--- src/rtl/mips_defs_pkg.sv ---
// Shared definitions for the MIPS hazard logic: Tuse/Tnew encodings,
// the in-flight destination slot, and multiply/divide latency defaults.
package mips_defs;

  localparam logic [1:0] TUSE_NONE = 2'd3;

  localparam logic [1:0] TNEW_LINK = 2'd0;
  localparam logic [1:0] TNEW_ALU  = 2'd1;
  localparam logic [1:0] TNEW_LOAD = 2'd2;

  localparam int unsigned MULT_CYCLES_DEF = 5;
  localparam int unsigned DIV_CYCLES_DEF  = 10;
  localparam int unsigned MD_CNT_W        = 4;

  typedef struct packed {
    logic [4:0] dst;
    logic [1:0] tnew;
  } slot_t;

  localparam slot_t SLOT_EMPTY = '{dst: 5'd0, tnew: 2'd0};

  typedef enum logic {
    MD_IDLE = 1'b0,
    MD_BUSY = 1'b1
  } md_state_e;

  // A source conflicts with an in-flight slot when the slot writes it and
  // the value will not be ready (or forwardable) by the time it is used.
  function automatic logic src_conflict(input logic [4:0] src,
                                        input logic [1:0] tuse,
                                        input slot_t      slot);
    return (src != 5'd0) && (tuse != TUSE_NONE) &&
           (slot.dst == src) && (slot.tnew > tuse);
  endfunction

endpackage

--- src/rtl/md_busy_counter.sv ---
// Busy window of the multiply/divide unit, as a down-counter.
//
//   state   | meaning
//   --------+-------------------------------------------------------
//   MD_IDLE | cnt == 0; a non-stalled md start loads the latency
//   MD_BUSY | cnt != 0; counts down by one per cycle, HI/LO blocked
//
// The state is not stored separately; it is decoded from cnt so the two
// can never disagree.
module md_busy_counter
  import mips_defs::*;
#(
  parameter int unsigned MULT_CYCLES = MULT_CYCLES_DEF,
  parameter int unsigned DIV_CYCLES  = DIV_CYCLES_DEF
) (
  input  logic                clk,
  input  logic                reset,
  input  logic                start,
  input  logic                is_div,
  output logic                busy,
  output logic [MD_CNT_W-1:0] cnt
);

  localparam logic [MD_CNT_W-1:0] MULT_LD = MD_CNT_W'(MULT_CYCLES);
  localparam logic [MD_CNT_W-1:0] DIV_LD  = MD_CNT_W'(DIV_CYCLES);

  logic [MD_CNT_W-1:0] cnt_q, cnt_d;
  md_state_e           state;

  // Decode state from the counter and compute the next count.
  always_comb begin
    cnt_d = cnt_q;
    state = (cnt_q != '0) ? MD_BUSY : MD_IDLE;
    case (state)
      MD_IDLE: if (start) cnt_d = is_div ? DIV_LD : MULT_LD;
      MD_BUSY: cnt_d = cnt_q - 1'b1;
      default: cnt_d = '0;
    endcase
  end

  // Counter register with synchronous reset.
  always_ff @(posedge clk) begin
    if (reset) cnt_q <= '0;
    else       cnt_q <= cnt_d;
  end

  assign busy = (state == MD_BUSY);
  assign cnt  = cnt_q;

endmodule

--- src/rtl/hazard_scoreboard.sv ---
// Stall generation for the 5-stage pipeline. Shadows the destination and
// Tnew of the instructions in E and M, compares them with the Tuse of the
// instruction in D, and adds the HI/LO busy window of the md unit.
module hazard_scoreboard
  import mips_defs::*;
#(
  parameter int unsigned MULT_CYCLES = MULT_CYCLES_DEF,
  parameter int unsigned DIV_CYCLES  = DIV_CYCLES_DEF
) (
  input  logic       clk,
  input  logic       reset,
  input  logic [4:0] d_rs,
  input  logic [4:0] d_rt,
  input  logic [1:0] d_tuse_rs,
  input  logic [1:0] d_tuse_rt,
  input  logic [4:0] d_dst,
  input  logic [1:0] d_tnew,
  input  logic       d_md_start,
  input  logic       d_md_is_div,
  input  logic       d_md_use,
  output logic       stall,
  output logic       md_busy
);

  slot_t e_q, e_d;
  slot_t m_q, m_d;

  logic                haz_rs, haz_rt, haz_md;
  logic                md_load;
  logic [MD_CNT_W-1:0] md_cnt;

  // A start that is stalled stays in D and must not open a busy window.
  assign md_load = d_md_start & ~stall;

  md_busy_counter #(
    .MULT_CYCLES (MULT_CYCLES),
    .DIV_CYCLES  (DIV_CYCLES)
  ) u_md (
    .clk    (clk),
    .reset  (reset),
    .start  (md_load),
    .is_div (d_md_is_div),
    .busy   (md_busy),
    .cnt    (md_cnt)
  );

  // Hazard detection from the registered slots and the D-stage fields.
  always_comb begin
    haz_rs = src_conflict(d_rs, d_tuse_rs, e_q) | src_conflict(d_rs, d_tuse_rs, m_q);
    haz_rt = src_conflict(d_rt, d_tuse_rt, e_q) | src_conflict(d_rt, d_tuse_rt, m_q);
    haz_md = d_md_use & md_busy;
    stall  = haz_rs | haz_rt | haz_md;
  end

  // Next slot contents: a stall injects a bubble into E; M ages the E entry.
  always_comb begin
    e_d = SLOT_EMPTY;
    if (!stall) begin
      e_d.dst  = d_dst;
      e_d.tnew = d_tnew;
    end
    m_d.dst  = e_q.dst;
    m_d.tnew = (e_q.tnew == 2'd0) ? 2'd0 : e_q.tnew - 2'd1;
  end

  // Slot registers with synchronous reset.
  always_ff @(posedge clk) begin
    if (reset) begin
      e_q <= SLOT_EMPTY;
      m_q <= SLOT_EMPTY;
    end else begin
      e_q <= e_d;
      m_q <= m_d;
    end
  end

endmodule

--- config.mk ---
export PLATFORM = sky130hd
export DESIGN_NAME = hazard_scoreboard
export DESIGN_NICKNAME = d
export VERILOG_FILES = /design/src/rtl/mips_defs_pkg.sv /design/src/rtl/md_busy_counter.sv /design/src/rtl/hazard_scoreboard.sv
export SDC_FILE = /design/constraint.sdc
export NUM_CORES = 1
export LEC_CHECK = 0
export CORE_ASPECT_RATIO = 1.75
export CORE_MARGIN = 10
export CORE_UTILIZATION = 30
export CTS_BUF_LIST = sky130_fd_sc_hd__clkbuf_4 sky130_fd_sc_hd__clkbuf_8
export DETAILED_ROUTE_END_ITERATION = 6
export GPL_TIMING_DRIVEN = 0
export HOLD_SLACK_MARGIN = 0.03
export PLACE_DENSITY_LB_ADDON = 0.08
export SYNTH_ARGS = -nofsm -noshare
export SYNTH_HDL_FRONTEND = slang
export SYNTH_SLANG_ARGS = --single-unit
--- constraint.sdc ---
create_clock -name clk -period 2.5 [get_ports clk]
set_clock_uncertainty 0.15 [all_clocks]
set_input_delay 0.5 -clock clk [delete_from_list [all_inputs] [get_ports clk]]
set_output_delay 0.5 -clock clk [all_outputs]
set_load 0.1 [all_outputs]
==> results.tsv <==
metric	value	unit
Post-Route WL	2897	µm
P_leak	0.6707	nW
Synth Instances	126	
setup_tns	-2.008	ps
Finished Layout Cells	205	
area leader, netlist	dfxtp_1	
setup ws final	-2.008	ps
Global Route Usage Sum	0.09099	
DR vias	968	
final hold vios	0	
largest net degree at the start of global routing	11	
clk_lat worst skew	250	ps
Die ar.	6566	µm²
path depth of the worst reg2reg path	9	
synth-to-layout area growth	52.40	%
actual slew at the worst max-slew pin	479.3	ps
nets@finish	196	
clk buf depth	2	
clock transition at the registers of the reported paths	70	ps
antenna-violating nets left	0	
io pins	28	
Synth Net Count	162	
die height	99.96	µm
Max Cap Viol	0	
reg2reg start	e_q[0]$_SDFF_PP0_	
cts hold-fix bufs	0	
worst-path maximum fanout	3	
Worst slew margin	0.6805	
DR iter-0 viols	18	
# setup viols final	1	
H-tree depth	1	
cell area power density	780.1	nW/µm²
violated checks	setup timing	
unrepaired setup endpoints after global routing	yes	
slowest stage delay, CP	540	ps
CP endpoint kind	primary output	
Worst EP required	1850	ps
antenna fix cells	0	
first-pass detailed-route iteration total	3	
mean post-synth cell area	8.699	µm²
Worst Setup Start Kind	primary input	
synth warn	0	
DRC viols	0	
CTS Root Cell	clkbuf_8	
status	complete, but fails checks	
register-to-register path setup slack	300	ps
Finished Cell Area	1670	µm²
met1 Use GR	0.07886	
CP Cell Sequence	dlygate4sd2_1 > or4_4 > o221ai_4 > nand3_4 > buf_12	
maximum vdd drop	1.058	mV
Die X	65.69	µm
Synth top area share	0.3288	
Via density	4.722	
Worst Hold Class	register to register	
r2r endpoint	u_md.cnt[0]$_SDFFE_PP0P_	
Core ar.	3592	µm²
Worst Path Arrival	1850	ps
CP bufs+invs	2	
flops & latches, synth	18	
Final Max Tran Viols	0	
critical path endpoint	stall	
synthesized area	1096	µm²
GPL Wtd Cong	0.8027	
Critical Path Start	d_rs[2]	
Sink Count	18	
GRT Max-Usage Layer	met2	
Final Critical Period	2502	ps
grt total ovfl	0	
critical path's top delay family	simple AND/OR/NAND/NOR gates	
slowest library cell on the worst path	or4_4	
grt met3 use	0.02899	
CP Class	primary input to primary output	
first-pass GRT wire length	4754	µm
Num CTS Buffers	3	
TritonCTS clock tree	yes	
initial core utilization	0.3051	
Max Clock Freq	399.7	MHz
period utilisation layout	1.001	
placed cell area	1440	µm²
Levels on crit path	5	
initial antenna violation count	0	
GR Util met2	0.1689	
count of different cell masters after synthesis	24	
fraction of layout cells with a size suffix above 1	0.2642	
WL/cell	14.13	µm
port bufs	27	
sequential share of the synthesized area	0.3288	
Std-Cell Rows	29	
Post-Place Cells	199	
DP Wirelength	2425	µm
main area contributors after synthesis	dfxtp_1 33%, ha_1 11%, xnor2_1 10%	
vias in the first global route	1082	
[worst min-delay path by stage]
stage                        endpoint  cells after the start         startpoint  slack, ps
floorplan           m_q[0]$_SDFF_PP0_                      1  e_q[0]$_SDFF_PP0_        250
global placement    m_q[0]$_SDFF_PP0_                      1  e_q[0]$_SDFF_PP0_        260
detailed placement  m_q[0]$_SDFF_PP0_                      1  e_q[0]$_SDFF_PP0_        260
CTS                 m_q[0]$_SDFF_PP0_                      1  e_q[0]$_SDFF_PP0_        290
global route        m_q[0]$_SDFF_PP0_                      1  e_q[0]$_SDFF_PP0_        330
finish              m_q[0]$_SDFF_PP0_                      1  e_q[0]$_SDFF_PP0_        290
[kinds of logic after synthesis]
logic type | after synthesis | share of synthesized area
simple gates | 40 | 0.2055
xor+xnor | 21 | 0.1678
buf+inv | 21 | 0.07192
flops | 18 | 0.3288
compound gates | 16 | 0.1119
fa+ha+maj | 10 | 0.1142
[cells in the final DEF, fill, tap and decap left out, drive strengths merged, types with 4 or more instances in the layout]
cell and n:
a21oi 8, nor2b 5, nand2 7, nor4 4
nor2 8, dfxtp 18, xnor2 13, clkdlybuf4s50 11
ha 10, dlygate4sd2 9, buf 8, clkbuf 6
nand4 4, inv 19, xor2 8, nor3 5
[worst register-to-register path, delay by kind of cell, from the launching register on]
| family | cells | cell delay, ps |
|---|---|---|
| AO/OA/AOI/OAI | 3 | 660 |
| adder cells (fa/ha/maj) | 1 | 270 |
| buffers and inverters | 2 | 250 |
| flip-flops | 1 | 340 |
| AND/OR/NAND/NOR | 3 | 440 |
[registers in the layout (all words and copies together) (netlist names)]
signal    count
e_q           7
m_q           7
u_md.cnt      4
[metal layers]
layer | share of wire | up-vias
li1 | - | 496
met1 | 0.34 | 435
met2 | 0.56 | 27
met3 | 0.057 | 10
met4 | 0.044 | 0
met5 | 0 | -
[where the power goes]
group	switching [mW]	total, mW	internal [mW]	leakage, nW
Sequential	0.0565	0.402	0.345	0.149
Clock	0.0934	0.233	0.140	0.0288
Combinational	0.398	0.668	0.270	0.493
[what timing repair did]
item                                    in CTS  in global routing
pin swaps                                   22                  1
endpoints found under the setup margin      12                  1
setup buffers                                2                  0
gates resized for setup                     67                  4
[synth_stat cells (all sizes together)]
library cell and instances:
a31oi 2, nor4 4, o221ai 2, nor3 5
o21a 1, nor2b 5, clkbuf 2, xor2 8
ha 10, a211oi 1, nand4 4, or3 2
nor2 8, inv 19, or4 2, a221oi 1
dfxtp 18, a21oi 8, nand4b 2, xnor2 13
nand3 1, a41o 1, nand2 7
[metrics by stage]
stage / setup WS [ps] / util / hold WS, ps / total power [mW]
floorplan: 50.25 / - / 249.6 / 0.8450
global placement: -1576 / 0.4009 / 262.4 / 1.001
detailed placement: -1577 / 0.4009 / 259.6 / 1.006
CTS: -17.93 / 0.4619 / 290.2 / 1.312
global route: -66.06 / 0.4650 / 326.8 / 1.390
finish: -2.008 / 0.4650 / 288.9 / 1.303
[area by class of cell]
cell class / instances / area (µm²)
sequential: 18 / 362.8
clock buffer: 4 / 55.05
fill: 344 / 1922
multi-input combinational: 87 / 853.3
tap: 46 / 57.56
inverter: 19 / 71.32
buffer: 2 / 11.26
timing repair buffer: 29 / 259.0
No activity file was read; power rests on OpenSTA's default activity.
